==> src/rtl/tone_noise_tracker.sv <==
// Tracks a 23-bit SID-style noise generator from its 8-bit tapped output word, flywheels the
// reconstructed LFSR and flags deviations. Optional error counter: NOISE_TRACKER_ERRCNT_EN.
module tone_noise_tracker #(
  parameter int unsigned INPUT_BITS  = 12,
  parameter int unsigned LOSS_THRESH = 4
) (
  input  logic                  clk,
  input  logic                  rst,
  input  logic [INPUT_BITS-1:0] din,
  input  logic                  din_valid,
  output logic                  locked,
  output logic                  err_pulse,
  output logic [15:0]           err_count,
  output logic [22:0]           state_out
);

  typedef enum logic {StAcquire, StLocked} state_e;

  state_e      state_q;
  logic [22:0] r_q;
  logic [4:0]  acq_cnt_q;
  logic [3:0]  miss_q;
  logic        err_pulse_q;

  logic [7:0]  taps;
  logic [22:0] r_acq;
  logic [22:0] r_pred;
  logic [7:0]  pred_taps;
  logic        mismatch;

  assign taps = din[INPUT_BITS-1 -: 8];

  // R runs two steps behind the generator, so generator taps 22,20,... land on R[20],R[18],...
  assign r_acq     = {r_q[21:0], taps[0]};
  assign r_pred    = {r_q[21:0], r_q[22] ^ r_q[17]};
  assign pred_taps = {r_pred[20], r_pred[18], r_pred[14], r_pred[11],
                      r_pred[9], r_pred[5], r_pred[2], r_pred[0]};
  assign mismatch  = (pred_taps != taps);

  always_ff @(posedge clk or posedge rst) begin
    if (rst) begin
      state_q     <= StAcquire;
      r_q         <= '0;
      acq_cnt_q   <= '0;
      miss_q      <= '0;
      err_pulse_q <= 1'b0;
    end else begin
      err_pulse_q <= 1'b0;
      if (din_valid) begin
        unique case (state_q)
          StAcquire: begin
            r_q <= r_acq;
            if (acq_cnt_q == 5'd22) begin
              acq_cnt_q <= '0;
              // An all-zero register is not a reachable LFSR state: keep acquiring.
              if (r_acq != '0) begin
                state_q <= StLocked;
                miss_q  <= '0;
              end
            end else begin
              acq_cnt_q <= acq_cnt_q + 5'd1;
            end
          end
          StLocked: begin
            if (mismatch) begin
              err_pulse_q <= 1'b1;
              if (miss_q == 4'(LOSS_THRESH - 1)) begin
                state_q   <= StAcquire;
                r_q       <= '0;
                acq_cnt_q <= '0;
                miss_q    <= '0;
              end else begin
                r_q    <= r_pred;
                miss_q <= miss_q + 4'd1;
              end
            end else begin
              r_q    <= r_pred;
              miss_q <= '0;
            end
          end
        endcase
      end
    end
  end

  assign locked    = (state_q == StLocked);
  assign err_pulse = err_pulse_q;
  assign state_out = r_q;

`ifdef NOISE_TRACKER_ERRCNT_EN
  logic [15:0] err_count_q;

  always_ff @(posedge clk or posedge rst) begin
    if (rst) begin
      err_count_q <= '0;
    end else if (din_valid && (state_q == StLocked) && mismatch && (err_count_q != 16'hFFFF)) begin
      err_count_q <= err_count_q + 16'd1;
    end
  end

  assign err_count = err_count_q;
`else
  assign err_count = '0;
`endif

endmodule

==> config.mk <==
export PLATFORM = sky130hd
export DESIGN_NAME = tone_noise_tracker
export DESIGN_NICKNAME = d
export VERILOG_FILES = /design/src/rtl/tone_noise_tracker.sv
export SDC_FILE = /design/constraint.sdc
export NUM_CORES = 1
export LEC_CHECK = 0
export BUFFER_PORTS_ARGS = -buffer_cell sky130_fd_sc_hd__buf_4
export CAP_MARGIN = 10
export CORE_UTILIZATION = 55
export DETAILED_ROUTE_END_ITERATION = 7
export PLACE_DENSITY = 0.88
export SYNTH_ARGS = -nofsm -noshare
export SYNTH_HDL_FRONTEND = slang
export SYNTH_SLANG_ARGS = --single-unit
==> constraint.sdc <==
create_clock -name clk -period 4.4 [get_ports clk]
set_input_delay 0.44 -clock clk [delete_from_list [all_inputs] [get_ports clk]]
set_output_delay 0.44 -clock clk [all_outputs]
set_load 0.02 [all_outputs]
==> results of run 1 <==
## worst max-delay path, stage by stage, from the launching register on
cell and delay [ns]:
dfrtp_1 0.49, nor4_1 0.34, nand4_1 0.21, o221ai_2 0.40, nor2_1 0.13, a221o_1 0.30
## flip-flops by register name, indices dropped and copies added, names as in the netlist
signal,cells
miss_q,4
locked,1
state_out,23
acq_cnt_q,5
err_pulse,1
## worst min path at each step
stage | end | depth (start not counted) | slack (ns) | startpoint
final | state_out[10] | 3 | 0.19 | rst
after global routing | state_out[10] | 3 | 0.19 | rst
after CTS | state_out[10] | 3 | 0.19 | rst
after detailed placement | miss_q[1] | 2 | 0.51 | miss_q[1]
after global placement | miss_q[1] | 2 | 0.49 | miss_q[1]
after floorplan | miss_q[1] | 2 | 0.48 | miss_q[1]
## metal layers
layer	vias to the layer above	part of all wire [%]	track usage (%)
li1	722	-	-
met3	4	4.4	7.79
met4	0	1.5	8.97
met5	-	0	0
met1	720	44	28.8
met2	44	50	37.8
## cell families (layout without fill, tap and decap cells)
logic type      count (synthesis)  after routing
compound gates                 44             44
simple gates                   55             55
buf+inv                        52             72
flops                          34             34
fa+ha+maj                       3              3
other cells                     1             16
xor+xnor                        9              9
mux                             1              1
## synthesized netlist by cell type (all sizes together)
| cell type | instances |
|---|---|
| clkbuf | 7 |
| nand3b | 2 |
| a31oi | 3 |
| buf | 18 |
| o21ai | 1 |
| and4b | 1 |
| mux2 | 1 |
| xor2 | 8 |
| o21bai | 2 |
| ha | 3 |
| nand4b | 1 |
| nand3 | 3 |
| a21oi | 4 |
| nor3 | 3 |
| a311oi | 1 |
| dfrtp | 34 |
| nor4 | 7 |
| a21o | 2 |
| o2bb2ai | 2 |
| nand4 | 2 |
| nor2 | 4 |
| conb | 1 |
| o22ai | 22 |
| a32o | 1 |
| nor2b | 1 |
| nand2b | 2 |
| inv | 27 |
| a31o | 1 |
| a221o | 1 |
| o31ai | 2 |
| nor3b | 1 |
| nand2 | 28 |
| o221ai | 2 |
| xnor2 | 1 |
## per-stage QoR
step / hold slack, ns / worst slack [ns] / area, sq um
2_1_floorplan: 0.475 / 2.58 / 1900
3_3_place_gp: 0.493 / 2.44 / 2060
3_5_place_dp: 0.505 / 2.37 / 2060
4_1_cts: 0.188 / 2.43 / 2130
5_1_grt: 0.194 / 2.30 / 2130
6_report: 0.185 / 2.44 / 2130
## layout by cell type (no fill, tap or decap), drive strengths merged
cell type	Yosys	layout
a311oi	1	1
buf	18	37
a21o	2	2
dfrtp	34	34
a32o	1	1
nand3	3	3
nand2b	2	2
a221o	1	1
o21ai	1	1
nor3	3	3
a21oi	4	4
o2bb2ai	2	2
xnor2	1	1
nand4	2	2
nor3b	1	1
nor2	4	4
clkbuf	7	6
a31oi	3	3
mux2	1	1
nor2b	1	1
a31o	1	1
conb	1	16
and4b	1	1
xor2	8	8
clkinvlp	0	1
nand3b	2	2
o21bai	2	2
nor4	7	7
inv	27	27
ha	3	3
nand2	28	28
o31ai	2	2
o221ai	2	2
nand4b	1	1
clkinv	0	1
o22ai	22	22
## cell type report
type / instances / area [sq um]
clock buffers: 6 / 51.3
clock inverters: 2 / 12.5
fillers: 267 / 1000
repair buffers: 37 / 278
well taps: 44 / 55.1
multi-input cells: 128 / 779
flip-flops and latches: 34 / 851
inverters: 27 / 101
## power breakdown
part,switching (mW),internal (mW),total [mW]
combinational,0.268,0.214,0.482
sequential,0.126,0.406,0.532
clock,0.109,0.0769,0.186
total,0.503,0.697,1.20
==> flow_summary.json, run 1 <==
{
  "period_minus_slack_ns": 1.96,
  "seq_area_frac_synth_pct": 46.1,
  "gp_congestion": 0.826,
  "n_antenna_cell": 0,
  "ys_ff_latch": 34,
  "ys_types": 38,
  "instances_no_fill": 278,
  "synth_warnings": 0,
  "synth.area.top_cells": "dfrtp_1 46%, o22ai_1 7.5%, buf_4 6.5%",
  "avgSynthCellArea_sq_um": 9.27,
  "die_area_sq_um": 3590,
  "cp.arrival_ns": 2.19,
  "drcViolationCount": 0,
  "antenna_found_initial": 0,
  "synth_xor_area_share_pct": 4.68,
  "syn_area_sq_um": 1840,
  "clock-sinks": 34,
  "ant_nets": 0,
  "rr_worst_depth": 5,
  "wl_mm": 3.70,
  "rr_endpoint": "miss_q[3]",
  "setup_viol": 0,
  "post_drt_wl_per_cell_um": 13.3,
  "rsz0062_at_grt": "false",
  "clk_pin_slew_worst_paths_ns": 0.12,
  "endpoint_kind": "flop",
  "via_per_inst": 5.36,
  "post-cts-setup-buffers": 0,
  "grt_pass1_wl_mm": 6.03,
  "critPathCapture": "miss_q[3]",
  "firstDrtPassIters": 5,
  "finalHoldViolCount": 0,
  "synth_top_family_by_area": "compound AO/OA/AOI/OAI gates",
  "r2r_slack_ns": 2.44,
  "core-area_sq_um": 3130,
  "synth_top_area_share_pct": 46.1,
  "dp_cells": 270,
  "place_hpwl_mm": 2.59,
  "required_ns": 4.63,
  "worstSetupStartpointType": "flop",
  "leakage_nw": 1.02,
  "grt_pass1_vias": 1394,
  "path_class": "reg2reg",
  "worstMarginPinSlew_ns": 0.521,
  "final_core_util_pct": 68.0,
  "power_density_nw_per_um2": 564,
  "synth_top_area_cell": "dfrtp_1",
  "synth-compound-area-share_pct": 16.9,
  "cts_root_buffer": "clkbuf_4",
  "vias": 1490,
  "ir_drop_v": 0.000306,
  "post_cts_resized": 0,
  "cts_buffer_depth": 2,
  "gr-usage-all-layers_pct": 23.3,
  "finClkSkew_ns": 0.0126,
  "final.period_utilization_pct": 44.5,
  "p_total_mw": 1.20,
  "nets": 251,
  "die_x_um": 59.9,
  "slew_violations": 0,
  "max_cap_viol_count": 0,
  "grt_overflow": 0,
  "timing.critical_path.from": "state_out[17]",
  "num_rows": 20,
  "ios": 56,
  "drive_gt1_share_pct": 21.8,
  "yosys.area_share.simple_pct": 14.8,
  "portBuffers": 35,
  "slew_headroom_pct": 65.0,
  "tritoncts": "built",
  "worstSkewPairLatency_ns": 0.33,
  "cts_made_buffers": 5,
  "reg2reg_from": "state_out[17]",
  "fmaxAchievable_mhz": 511,
  "synth_mux_area_share_pct": 0.611,
  "grt_max_degree": 55,
  "cp_max_fo": 7,
  "synthAdderAreaFrac_pct": 2.04,
  "outcome": "complete, no violations",
  "area_delta_synth_final_pct": 15.4,
  "h-tree-depth": 2,
  "initial_core_util_pct": 59.0,
  "first_iter_violations": 73,
  "hold_path_class": "in2async",
  "hold_buffers": 0,
  "setup_tns_ns": 0,
  "syn_inst": 199,
  "fp.dieH_um": 59.9
}
Power figures use the tool's default switching activity.
==> run 2: changes to the inputs <==
Settings changed: CORE_UTILIZATION 55 to 51, PLACE_DENSITY 0.88 to 0.82.
Clock period 4.4 ns to 2 ns, I/O delays scaled along.
==> run 2 against run 1 <==
  * Via count down 1.4%
  * Maximum frequency grew 8.0%
  * Non-clock buffer count increased by 7
  * Cell count up 2.9%
  * Critical path type unchanged
  * Critical endpoint unchanged
  * Highest routed layer unchanged
==> flow_summary.json, run 2 (synthesis gave the netlist of run 1 again) <==
{
  "nets": 258,
  "rr_worst_depth": 5,
  "n_antenna_cell": 0,
  "die_x_um": 62.1,
  "outcome": "complete, no violations",
  "finalHoldViolCount": 0,
  "firstDrtPassIters": 4,
  "hp-start": "din[4]",
  "ff_latch_area_sq_um": 851,
  "die_area_sq_um": 3860,
  "wl_mm": 3.76,
  "largest_register_ffs": 23,
  "rr_endpoint": "miss_q[3]",
  "final.period_utilization_pct": 90.6,
  "portBuffers": 35,
  "period_minus_slack_ns": 1.81,
  "setup_viol": 0,
  "reg2reg_from": "state_out[12]",
  "cp.arrival_ns": 2.04,
  "grt_pass1_wl_mm": 6.64,
  "cp_max_fo": 4,
  "cts_buffer_depth": 2,
  "num_rows": 21,
  "ios": 56,
  "cts_root_buffer": "clkbuf_4",
  "clock-sinks": 34,
  "drcViolationCount": 0,
  "post_drt_wl_per_cell_um": 13.1,
  "ant_nets": 0,
  "setup_tns_ns": 0,
  "holdPathStages": 3,
  "stdcell_area_sq_um": 2210,
  "path_class": "reg2reg",
  "h-tree-depth": 2,
  "max_cap_viol_count": 0,
  "tritoncts": "built",
  "vias": 1469,
  "ir_drop_v": 0.000811,
  "core-area_sq_um": 3390,
  "r2r_slack_ns": 0.19,
  "fmaxAchievable_mhz": 552,
  "final_common_cell": "buf_4",
  "required_ns": 2.23,
  "drive_gt1_share_pct": 23.8,
  "hold_path_class": "in2reg",
  "most-common-layout-cells": "43 x buf_4, 34 x dfrtp_1, 28 x nand2_1",
  "endpoint_kind": "flop",
  "fillers": 286,
  "worstSetupStartpointType": "flop",
  "post-cts-setup-buffers": 0,
  "worstSkewPairLatency_ns": 0.34,
  "via_per_inst": 5.14,
  "fp.dieH_um": 62.1,
  "rsz0062_at_grt": "false",
  "place_hpwl_mm": 2.70,
  "cts_made_buffers": 5,
  "area_delta_synth_final_pct": 19.8,
  "first_iter_violations": 64,
  "gr-usage-all-layers_pct": 22.3,
  "place_area_sq_um": 2110,
  "grt_max_degree": 39,
  "leakage_nw": 1.06,
  "slew_violations": 0,
  "grt_overflow": 0,
  "grt_pass1_vias": 1469,
  "gp_congestion": 0.791,
  "clk_pin_slew_worst_paths_ns": 0.10,
  "whs_endpoint": "state_out[0]",
  "finClkSkew_ns": 0.00900,
  "initial_core_util_pct": 54.4,
  "power_density_nw_per_um2": 1260,
  "antenna_found_initial": 0,
  "multi_input_comb_area_sq_um": 786
}
==> run 2: cell count changes in the layout (fill, tap and decap cells not counted), sizes merged <==
cell / change
dlygate4sd3: +1
bufinv: +1
buf: +6
clkinv: -1
clkinvlp: -1
==> run 2: stage by stage <==
stage	total power [mW]	std cells	hold WS (ns)	worst slack [ns]	utilization, %
after floorplan	1.88	214	0.342	0.183	-
after global placement	2.23	278	0.329	0.231	62.3
after detailed placement	2.27	278	0.326	0.199	62.3
after CTS	2.80	286	0.160	0.172	65.0
after global routing	3.00	286	0.181	0.0133	65.2
final	2.79	286	0.175	0.187	65.2
==> run 2: worst max-delay path: stages, from the launching register on <==
cell and delay (ns):
dfrtp_1 0.42, nor4_1 0.40, nand4_1 0.22, o221ai_2 0.25, nor2_1 0.10, a221o_1 0.30
==> run 2: how the worst max path moves through the flow <==
| stage | start | end | slack [ns] | cells after the start |
|---|---|---|---|---|
| floorplan | locked | miss_q[3] | 0.18 | 6 |
| detailed placement | state_out[17] | state_out[2] | 0.20 | 6 |
| global placement | state_out[12] | miss_q[3] | 0.23 | 5 |
| CTS | state_out[17] | miss_q[3] | 0.17 | 5 |
| finish | state_out[12] | miss_q[3] | 0.19 | 5 |
| global route | state_out[17] | miss_q[3] | 0.01 | 5 |
==> run 2: layer usage <==
| layer | part of all wire [%] | global-route usage, % | wire, um | vias up |
|---|---|---|---|---|
| met5 | 0 | 0 | 0 | - |
| met4 | 1.5 | 8.72 | 58 | 0 |
| met3 | 5.3 | 6.62 | 200 | 4 |
| met2 | 48 | 36.7 | 1820 | 35 |
| met1 | 45 | 27.5 | 1680 | 689 |
| li1 | - | - | - | 741 |
==> run 2: timing repair <==
item,in CTS,in global routing
gates resized for setup,0,1
endpoints found under the hold margin,34,0
hold buffers,1,0
endpoints found under the setup margin,0,1
==> run 2: power breakdown <==
| part | total [mW] | switching (mW) | internal [mW] |
|---|---|---|---|
| combinational | 1.13 | 0.617 | 0.509 |
| sequential | 1.15 | 0.252 | 0.894 |
| clock | 0.515 | 0.224 | 0.291 |
| total | 2.79 | 1.09 | 1.69 |
==> run 2: final cells by class <==
cell class	count	area share [%]
flip-flops and latches	34	38.5
multi-input cells	128	35.6
repair buffers	44	15.1
inverters	27	4.59
well taps	46	2.60
clock buffers	6	2.32
clock inverters	1	1.36
